### src/rtl/video_pattern_gen_pkg.sv
// Shared types and constants for the video pattern generator: FSM states,
// pattern modes, colour-bar palette and the 6:2 counter packing helper.
package video_pkg;

  localparam int unsigned PIX_W = 24;
  localparam int unsigned CNT_W = 18;

  typedef enum logic [1:0] {
    ST_IDLE   = 2'd0,
    ST_ACTIVE = 2'd1,
    ST_HBLANK = 2'd2,
    ST_VBLANK = 2'd3
  } vpg_state_e;

  typedef enum logic [1:0] {
    MODE_COUNTER = 2'd0,
    MODE_BARS    = 2'd1,
    MODE_SOLID   = 2'd2,
    MODE_RSVD    = 2'd3
  } vpg_mode_e;

  localparam logic [PIX_W-1:0] BAR_WHITE   = 24'hFFFFFF;
  localparam logic [PIX_W-1:0] BAR_YELLOW  = 24'hFFFF00;
  localparam logic [PIX_W-1:0] BAR_CYAN    = 24'h00FFFF;
  localparam logic [PIX_W-1:0] BAR_GREEN   = 24'h00FF00;
  localparam logic [PIX_W-1:0] BAR_MAGENTA = 24'hFF00FF;
  localparam logic [PIX_W-1:0] BAR_RED     = 24'hFF0000;
  localparam logic [PIX_W-1:0] BAR_BLUE    = 24'h0000FF;
  localparam logic [PIX_W-1:0] BAR_BLACK   = 24'h000000;

  // Spread an 18-bit counter over the top 6 bits of each colour channel.
  function automatic logic [PIX_W-1:0] pack_counter(input logic [CNT_W-1:0] d);
    return {d[17:12], 2'b00, d[11:6], 2'b00, d[5:0], 2'b00};
  endfunction

endpackage

### src/rtl/vpg_bar_lut.sv
// Colour-bar palette lookup: 3-bit bar index to 24-bit RGB.
module vpg_bar_lut
  import video_pkg::*;
(
  input  logic [2:0]       bar_idx_i,
  output logic [PIX_W-1:0] rgb_c_o
);

  always_comb begin
    rgb_c_o = BAR_BLACK;
    case (bar_idx_i)
      3'd0:    rgb_c_o = BAR_WHITE;
      3'd1:    rgb_c_o = BAR_YELLOW;
      3'd2:    rgb_c_o = BAR_CYAN;
      3'd3:    rgb_c_o = BAR_GREEN;
      3'd4:    rgb_c_o = BAR_MAGENTA;
      3'd5:    rgb_c_o = BAR_RED;
      3'd6:    rgb_c_o = BAR_BLUE;
      default: rgb_c_o = BAR_BLACK;
    endcase
  end

endmodule

### src/rtl/video_pattern_gen.sv
// Test-pattern source for an AXI4-Stream video sink: counter, colour bars or
// solid fill, with per-line and per-frame blanking and a completed-frame count.
module video_pattern_gen
  import video_pkg::*;
#(
  parameter int unsigned H_ACTIVE = 640,
  parameter int unsigned V_ACTIVE = 480,
  parameter int unsigned H_BLANK  = 1750,
  parameter int unsigned V_BLANK  = 500000
) (
  input  logic             clk,
  input  logic             rstn,
  input  logic             enable,
  input  logic [1:0]       mode,
  input  logic [PIX_W-1:0] solid_rgb,
  output logic [PIX_W-1:0] m_axis_video_tdata,
  output logic             m_axis_video_tvalid,
  input  logic             m_axis_video_tready,
  output logic             m_axis_video_tuser,
  output logic             m_axis_video_tlast,
  output logic [15:0]      frame_cnt,
  output logic             busy
);

  localparam int unsigned XW    = (H_ACTIVE > 1) ? $clog2(H_ACTIVE) : 1;
  localparam int unsigned YW    = (V_ACTIVE > 1) ? $clog2(V_ACTIVE) : 1;
  localparam int unsigned BAR_W = H_ACTIVE / 8;
  localparam int unsigned BW    = (BAR_W > 1) ? $clog2(BAR_W) : 1;

  localparam logic [XW-1:0] X_LAST   = XW'(H_ACTIVE - 1);
  localparam logic [YW-1:0] Y_LAST   = YW'(V_ACTIVE - 1);
  localparam logic [BW-1:0] BAR_LAST = BW'(BAR_W - 1);
  localparam logic [31:0]   HB_LAST  = 32'(H_BLANK - 1);
  localparam logic [31:0]   VB_LAST  = 32'(V_BLANK - 1);

  vpg_state_e       state_q, state_d;
  vpg_mode_e        mode_q, mode_d;
  logic [PIX_W-1:0] solid_q, solid_d;
  logic [XW-1:0]    x_q, x_d;
  logic [YW-1:0]    y_q, y_d;
  logic [BW-1:0]    bar_cnt_q, bar_cnt_d;
  logic [2:0]       bar_idx_q, bar_idx_d;
  logic [31:0]      blank_q, blank_d;
  logic [CNT_W-1:0] d_q, d_d;
  logic [15:0]      frame_cnt_q, frame_cnt_d;
  logic             busy_q, busy_d;
  logic             tvalid_q, tvalid_d;
  logic             tuser_q, tuser_d;
  logic             tlast_q, tlast_d;
  logic [PIX_W-1:0] tdata_q, tdata_d;

  logic             accept_c;
  logic             load_beat_c;
  logic             end_line_c;
  logic [PIX_W-1:0] bar_rgb_c;
  logic [PIX_W-1:0] pix_c;

  assign accept_c = tvalid_q & m_axis_video_tready;

  // Sequencing: state, raster position, bar sub-counter, blank timer, counters.
  always_comb begin
    state_d     = state_q;
    mode_d      = mode_q;
    solid_d     = solid_q;
    x_d         = x_q;
    y_d         = y_q;
    bar_cnt_d   = bar_cnt_q;
    bar_idx_d   = bar_idx_q;
    blank_d     = blank_q;
    d_d         = d_q;
    frame_cnt_d = frame_cnt_q;
    load_beat_c = 1'b0;
    end_line_c  = 1'b0;

    case (state_q)
      ST_IDLE: begin
        if (enable) begin
          state_d     = ST_ACTIVE;
          mode_d      = vpg_mode_e'(mode);
          solid_d     = solid_rgb;
          load_beat_c = 1'b1;
        end
      end
      ST_ACTIVE: begin
        if (accept_c) begin
          d_d = d_q + CNT_W'(1);
          if (x_q == X_LAST) begin
            end_line_c = 1'b1;
            x_d        = '0;
            bar_cnt_d  = '0;
            bar_idx_d  = '0;
            blank_d    = '0;
            if (y_q < Y_LAST) begin
              y_d     = y_q + YW'(1);
              state_d = ST_HBLANK;
            end else begin
              y_d         = '0;
              frame_cnt_d = frame_cnt_q + 16'd1;
              state_d     = ST_VBLANK;
            end
          end else begin
            x_d         = x_q + XW'(1);
            load_beat_c = 1'b1;
            if (bar_cnt_q == BAR_LAST) begin
              bar_cnt_d = '0;
              bar_idx_d = bar_idx_q + 3'd1;
            end else begin
              bar_cnt_d = bar_cnt_q + BW'(1);
            end
          end
        end
      end
      ST_HBLANK: begin
        if (blank_q == HB_LAST) begin
          state_d     = ST_ACTIVE;
          load_beat_c = 1'b1;
        end else begin
          blank_d = blank_q + 32'd1;
        end
      end
      ST_VBLANK: begin
        if (blank_q == VB_LAST) begin
          if (enable) begin
            state_d     = ST_ACTIVE;
            mode_d      = vpg_mode_e'(mode);
            solid_d     = solid_rgb;
            load_beat_c = 1'b1;
          end else begin
            state_d = ST_IDLE;
          end
        end else begin
          blank_d = blank_q + 32'd1;
        end
      end
      default: state_d = ST_IDLE;
    endcase
  end

  vpg_bar_lut u_bar_lut (
    .bar_idx_i (bar_idx_d),
    .rgb_c_o   (bar_rgb_c)
  );

  // Next beat is built from the post-update position so it is ready the
  // cycle the previous one is accepted; otherwise the output regs hold.
  always_comb begin
    pix_c    = pack_counter(d_d);
    tvalid_d = tvalid_q;
    tuser_d  = tuser_q;
    tlast_d  = tlast_q;
    tdata_d  = tdata_q;

    case (mode_d)
      MODE_BARS:  pix_c = bar_rgb_c;
      MODE_SOLID: pix_c = solid_d;
      default:    pix_c = pack_counter(d_d);
    endcase

    if (load_beat_c) begin
      tvalid_d = 1'b1;
      tdata_d  = pix_c;
      tuser_d  = (x_d == '0) && (y_d == '0);
      tlast_d  = (x_d == X_LAST);
    end else if (end_line_c) begin
      tvalid_d = 1'b0;
      tuser_d  = 1'b0;
      tlast_d  = 1'b0;
    end

    busy_d = (state_d != ST_IDLE);
  end

  always_ff @(posedge clk) begin
    if (!rstn) begin
      state_q     <= ST_IDLE;
      mode_q      <= MODE_COUNTER;
      solid_q     <= '0;
      x_q         <= '0;
      y_q         <= '0;
      bar_cnt_q   <= '0;
      bar_idx_q   <= '0;
      blank_q     <= '0;
      d_q         <= '0;
      frame_cnt_q <= '0;
      busy_q      <= 1'b0;
      tvalid_q    <= 1'b0;
      tuser_q     <= 1'b0;
      tlast_q     <= 1'b0;
      tdata_q     <= '0;
    end else begin
      state_q     <= state_d;
      mode_q      <= mode_d;
      solid_q     <= solid_d;
      x_q         <= x_d;
      y_q         <= y_d;
      bar_cnt_q   <= bar_cnt_d;
      bar_idx_q   <= bar_idx_d;
      blank_q     <= blank_d;
      d_q         <= d_d;
      frame_cnt_q <= frame_cnt_d;
      busy_q      <= busy_d;
      tvalid_q    <= tvalid_d;
      tuser_q     <= tuser_d;
      tlast_q     <= tlast_d;
      tdata_q     <= tdata_d;
    end
  end

  assign m_axis_video_tdata  = tdata_q;
  assign m_axis_video_tvalid = tvalid_q;
  assign m_axis_video_tuser  = tuser_q;
  assign m_axis_video_tlast  = tlast_q;
  assign frame_cnt           = frame_cnt_q;
  assign busy                = busy_q;

endmodule

### config.mk
export PLATFORM = sky130hd
export DESIGN_NAME = video_pattern_gen
export DESIGN_NICKNAME = d
export VERILOG_FILES = /design/src/rtl/video_pattern_gen_pkg.sv /design/src/rtl/vpg_bar_lut.sv /design/src/rtl/video_pattern_gen.sv
export SDC_FILE = /design/constraint.sdc
export NUM_CORES = 1
export LEC_CHECK = 0
export ABC_AREA = 1
export CAP_MARGIN = 20
export CORE_ASPECT_RATIO = 0.5
export CORE_MARGIN = 2
export CORE_UTILIZATION = 45
export DETAILED_ROUTE_END_ITERATION = 12
export PLACE_DENSITY = 0.76
export SLEW_MARGIN = 20
export SYNTH_ARGS = -nofsm -noshare
export SYNTH_HDL_FRONTEND = slang
export SYNTH_HIERARCHICAL = 1
export SYNTH_SLANG_ARGS = --single-unit
### constraint.sdc
create_clock -name clk -period 6.66 [get_ports clk]
set_input_delay 1.998 -clock clk [delete_from_list [all_inputs] [get_ports clk]]
set_output_delay 1.998 -clock clk [all_outputs]
set_load 0.1 [all_outputs]
==> impl_metrics.env <==
export IMPL_grtUsageTotal_pct=22.9
export IMPL_r2r_start="state_q[0]"
export IMPL_drive_gt1_share_pct=6.06
export IMPL_leakagePower_nw=3.95
export IMPL_worstPathArrival_ps=5450
export IMPL_cts_setup_buffers=0
export IMPL_initial_core_util_pct=46.4
export IMPL_place_congestion=0.941
export IMPL_cellPowerDensity_mw_per_mm2=243
export IMPL_maxSlewHeadroom_pct=32.9
export IMPL_rows=35
export IMPL_pin_count=74
export IMPL_diodes=0
export IMPL_setup_violations=0
export IMPL_via_count=8528
export IMPL_drc=0
export IMPL_syn_cell_area_mm2=0.00862
export IMPL_synth_xor_area_share_pct=3.66
export IMPL_clock_skew_ps=13.3
export IMPL_criticalPathCategory="input port to flip-flop"
export IMPL_dr_first_iter_drc_count=629
export IMPL_clockBufferDepth=2
export IMPL_worstPathMaxFanout=31
export IMPL_postCtsResizedCells=0
export IMPL_yosys_area_share_simple_pct=38.2
export IMPL_die_area_mm2=0.0203
export IMPL_core_area_mm2=0.0186
export IMPL_wl_per_cell_um=13.9
export IMPL_reg2regPathDepth=11
export IMPL_status="finished, final reports clean"
export IMPL_nFillCells=1823
export IMPL_min_from="m_axis_video_tdata[9]"
export IMPL_endpoint_kind="flip-flop"
export IMPL_fin_crit_ps=5160
export IMPL_yosys_register_bits=151
export IMPL_clockRootBuffer="clkbuf_16"
export IMPL_areaGrowthSynthToFinish_pct=15.1
export IMPL_synth_fp_nets=1373
export IMPL_port_buffers=73
export IMPL_drt_total_wl_um=22600
export IMPL_nNetsFinal=1402
export IMPL_ant_nets=0
export IMPL_synth_compound_area_share_pct=11.5
export IMPL_ir_drop_uv=198
export IMPL_final_cell_mix="nand2_1, nor2_1, dfxtp_1, a21oi_1, inv_1"
export IMPL_grt_overflow=0
export IMPL_cp_required_ps=6950
export IMPL_synth_top_family_by_area="simple AND/OR/NAND/NOR gates"
export IMPL_drv_cap=0
export IMPL_drtPass1Iterations=5
export IMPL_grt_max_degree=63
export IMPL_numCtsBuffers=17
export IMPL_final_common_cell="nand2_1"
export IMPL_cts_hold_buf=0
export IMPL_post_route_util_pct=53.4
export IMPL_timing_final_crit_share_pct=77.5
export IMPL_cts_htree_levels=4
export IMPL_fin_ws_ps=1500
export IMPL_rsz0062_at_grt="false"
export IMPL_finalHoldViolations=0
export IMPL_synth_avg_cell_area_um2=6.49
export IMPL_fmax_mhz=194
export IMPL_dp_hpwl_um=16000
export IMPL_die_w_um=200
export IMPL_hold_depth=2
export IMPL_ys_seq_area_share_pct=35.1
export IMPL_grt_pass1_wl_um=37200
export IMPL_tns_ps=0
export IMPL_die_h_um=102
export IMPL_clkTransAtPathRegs_ps=70
export IMPL_via_per_inst=5.24
export IMPL_clock_sinks=151
export IMPL_yosys_warnings=6
export IMPL_crit_path_start_kind="input port"
export IMPL_hold_class="flip-flop to flip-flop"
export IMPL_cts_tree="yes"
export IMPL_pre_cts_ws_ps=1080
export IMPL_crit_path_start="enable"
export IMPL_netlist_cell_type_count=47
export IMPL_syn_inst=1328
export IMPL_muxShareOfSynthArea_pct=0.116
export IMPL_drv_slew=0
export IMPL_grt_pass1_vias=7875
export IMPL_tightest_slew_ps=1000
export IMPL_insertion_delay_ps=430
export IMPL_synth_adder_area_share_pct=2.18
export IMPL_antenna_found_initial=0
-- final timing paths --
kind                      endpoint  slack, ps
max          m_axis_video_tdata[7]       1500
min reg2reg  m_axis_video_tdata[9]        470
min          m_axis_video_tdata[9]        470
max reg2reg  m_axis_video_tdata[7]       2290
-- cell families (layout without fill, tap and decap cells) --
kind of cell	Yosys count	after routing
buffers and inverters	181	222
multiplexers	1	1
adder cells (fa/ha/maj)	15	15
flip-flops	151	151
AO/OA/AOI/OAI	180	180
XOR/XNOR	36	36
AND/OR/NAND/NOR	764	764
-- power by group --
group	switching (mW)	total, mW	internal [mW]
sequential	0.0228	0.960	0.937
combinational	0.339	0.461	0.122
clock	0.427	0.995	0.567
-- critical path: stages --
cell and delay (ps):
clkdlybuf4s50_1 450, buf_4 280, clkinv_1 670, nand2_1 190
o21ai_0 120, o22ai_2 220, inv_1 80, ha_1 880
inv_1 220, o21ai_0 240, a21oi_1 90
-- synth_stat cells, drive strengths merged --
library cell	instances	area share, %
nor3	43	2.7
nand4	30	2.3
xnor2	13	1.3
xor2	23	2.3
clkbuf	29	1.3
clkinv	4	0.17
nor4	8	0.58
nand2	419	19
a221oi	3	0.31
nor3b	2	0.17
o21bai	6	0.61
o2111ai	1	0.10
a21oi	114	6.6
buf	38	3.0
nand3	79	4.8
a41oi	1	0.10
ha	15	2.2
nand3b	2	0.17
dfxtp	151	35
mux2i	1	0.12
a211oi	2	0.17
nor2	173	8.4
o21ai	40	2.4
or2	8	0.58
a31oi	2	0.15
o21a	6	0.52
o211ai	2	0.17
o22ai	3	0.36
inv	110	4.8
-- registers in the layout (all words and copies together) (netlist names) --
name,cells
blank_q,32
busy,1
m_axis_video_tuser,1
m_axis_video_tvalid,1
bar_idx_q,3
solid_q,24
state_q,2
mode_q,2
m_axis_video_tdata,24
m_axis_video_tlast,1
d_q,18
x_q,10
bar_cnt_q,7
frame_cnt,16
y_q,9
-- layout make-up --
type / count / area, um^2 / share of cell area, %
Sequential cell: 151 / 3020 / 30.5
Timing Repair Buffer: 77 / 761 / 7.67
Tap cell: 259 / 324 / 3.27
Inverter: 114 / 429 / 4.33
Clock inverter: 12 / 143 / 1.44
Multi-Input combinational cell: 996 / 4800 / 48.4
Clock buffer: 19 / 443 / 4.46
-- stage by stage --
step           hold WS, ps  area, um^2  total power, mW  cells
3_3_place_gp           454        9330             1.43   1597
2_1_floorplan          445        8620             1.33   1328
4_1_cts                470        9920             2.43   1628
5_1_grt                495        9920             2.50   1628
6_report               472        9920             2.42   1628
3_5_place_dp           460        9330             1.44   1597
-- per-layer routing --
layer  vias up  GRT usage [%]  part of all wire (%)
li1       4332              -                     -
met1      3956           30.2                    48
met2       207           38.8                    47
met3        33           4.26                   4.3
met4         0           6.61                   1.3
met5         -              0                     0
Power figures use the tool's default switching activity.
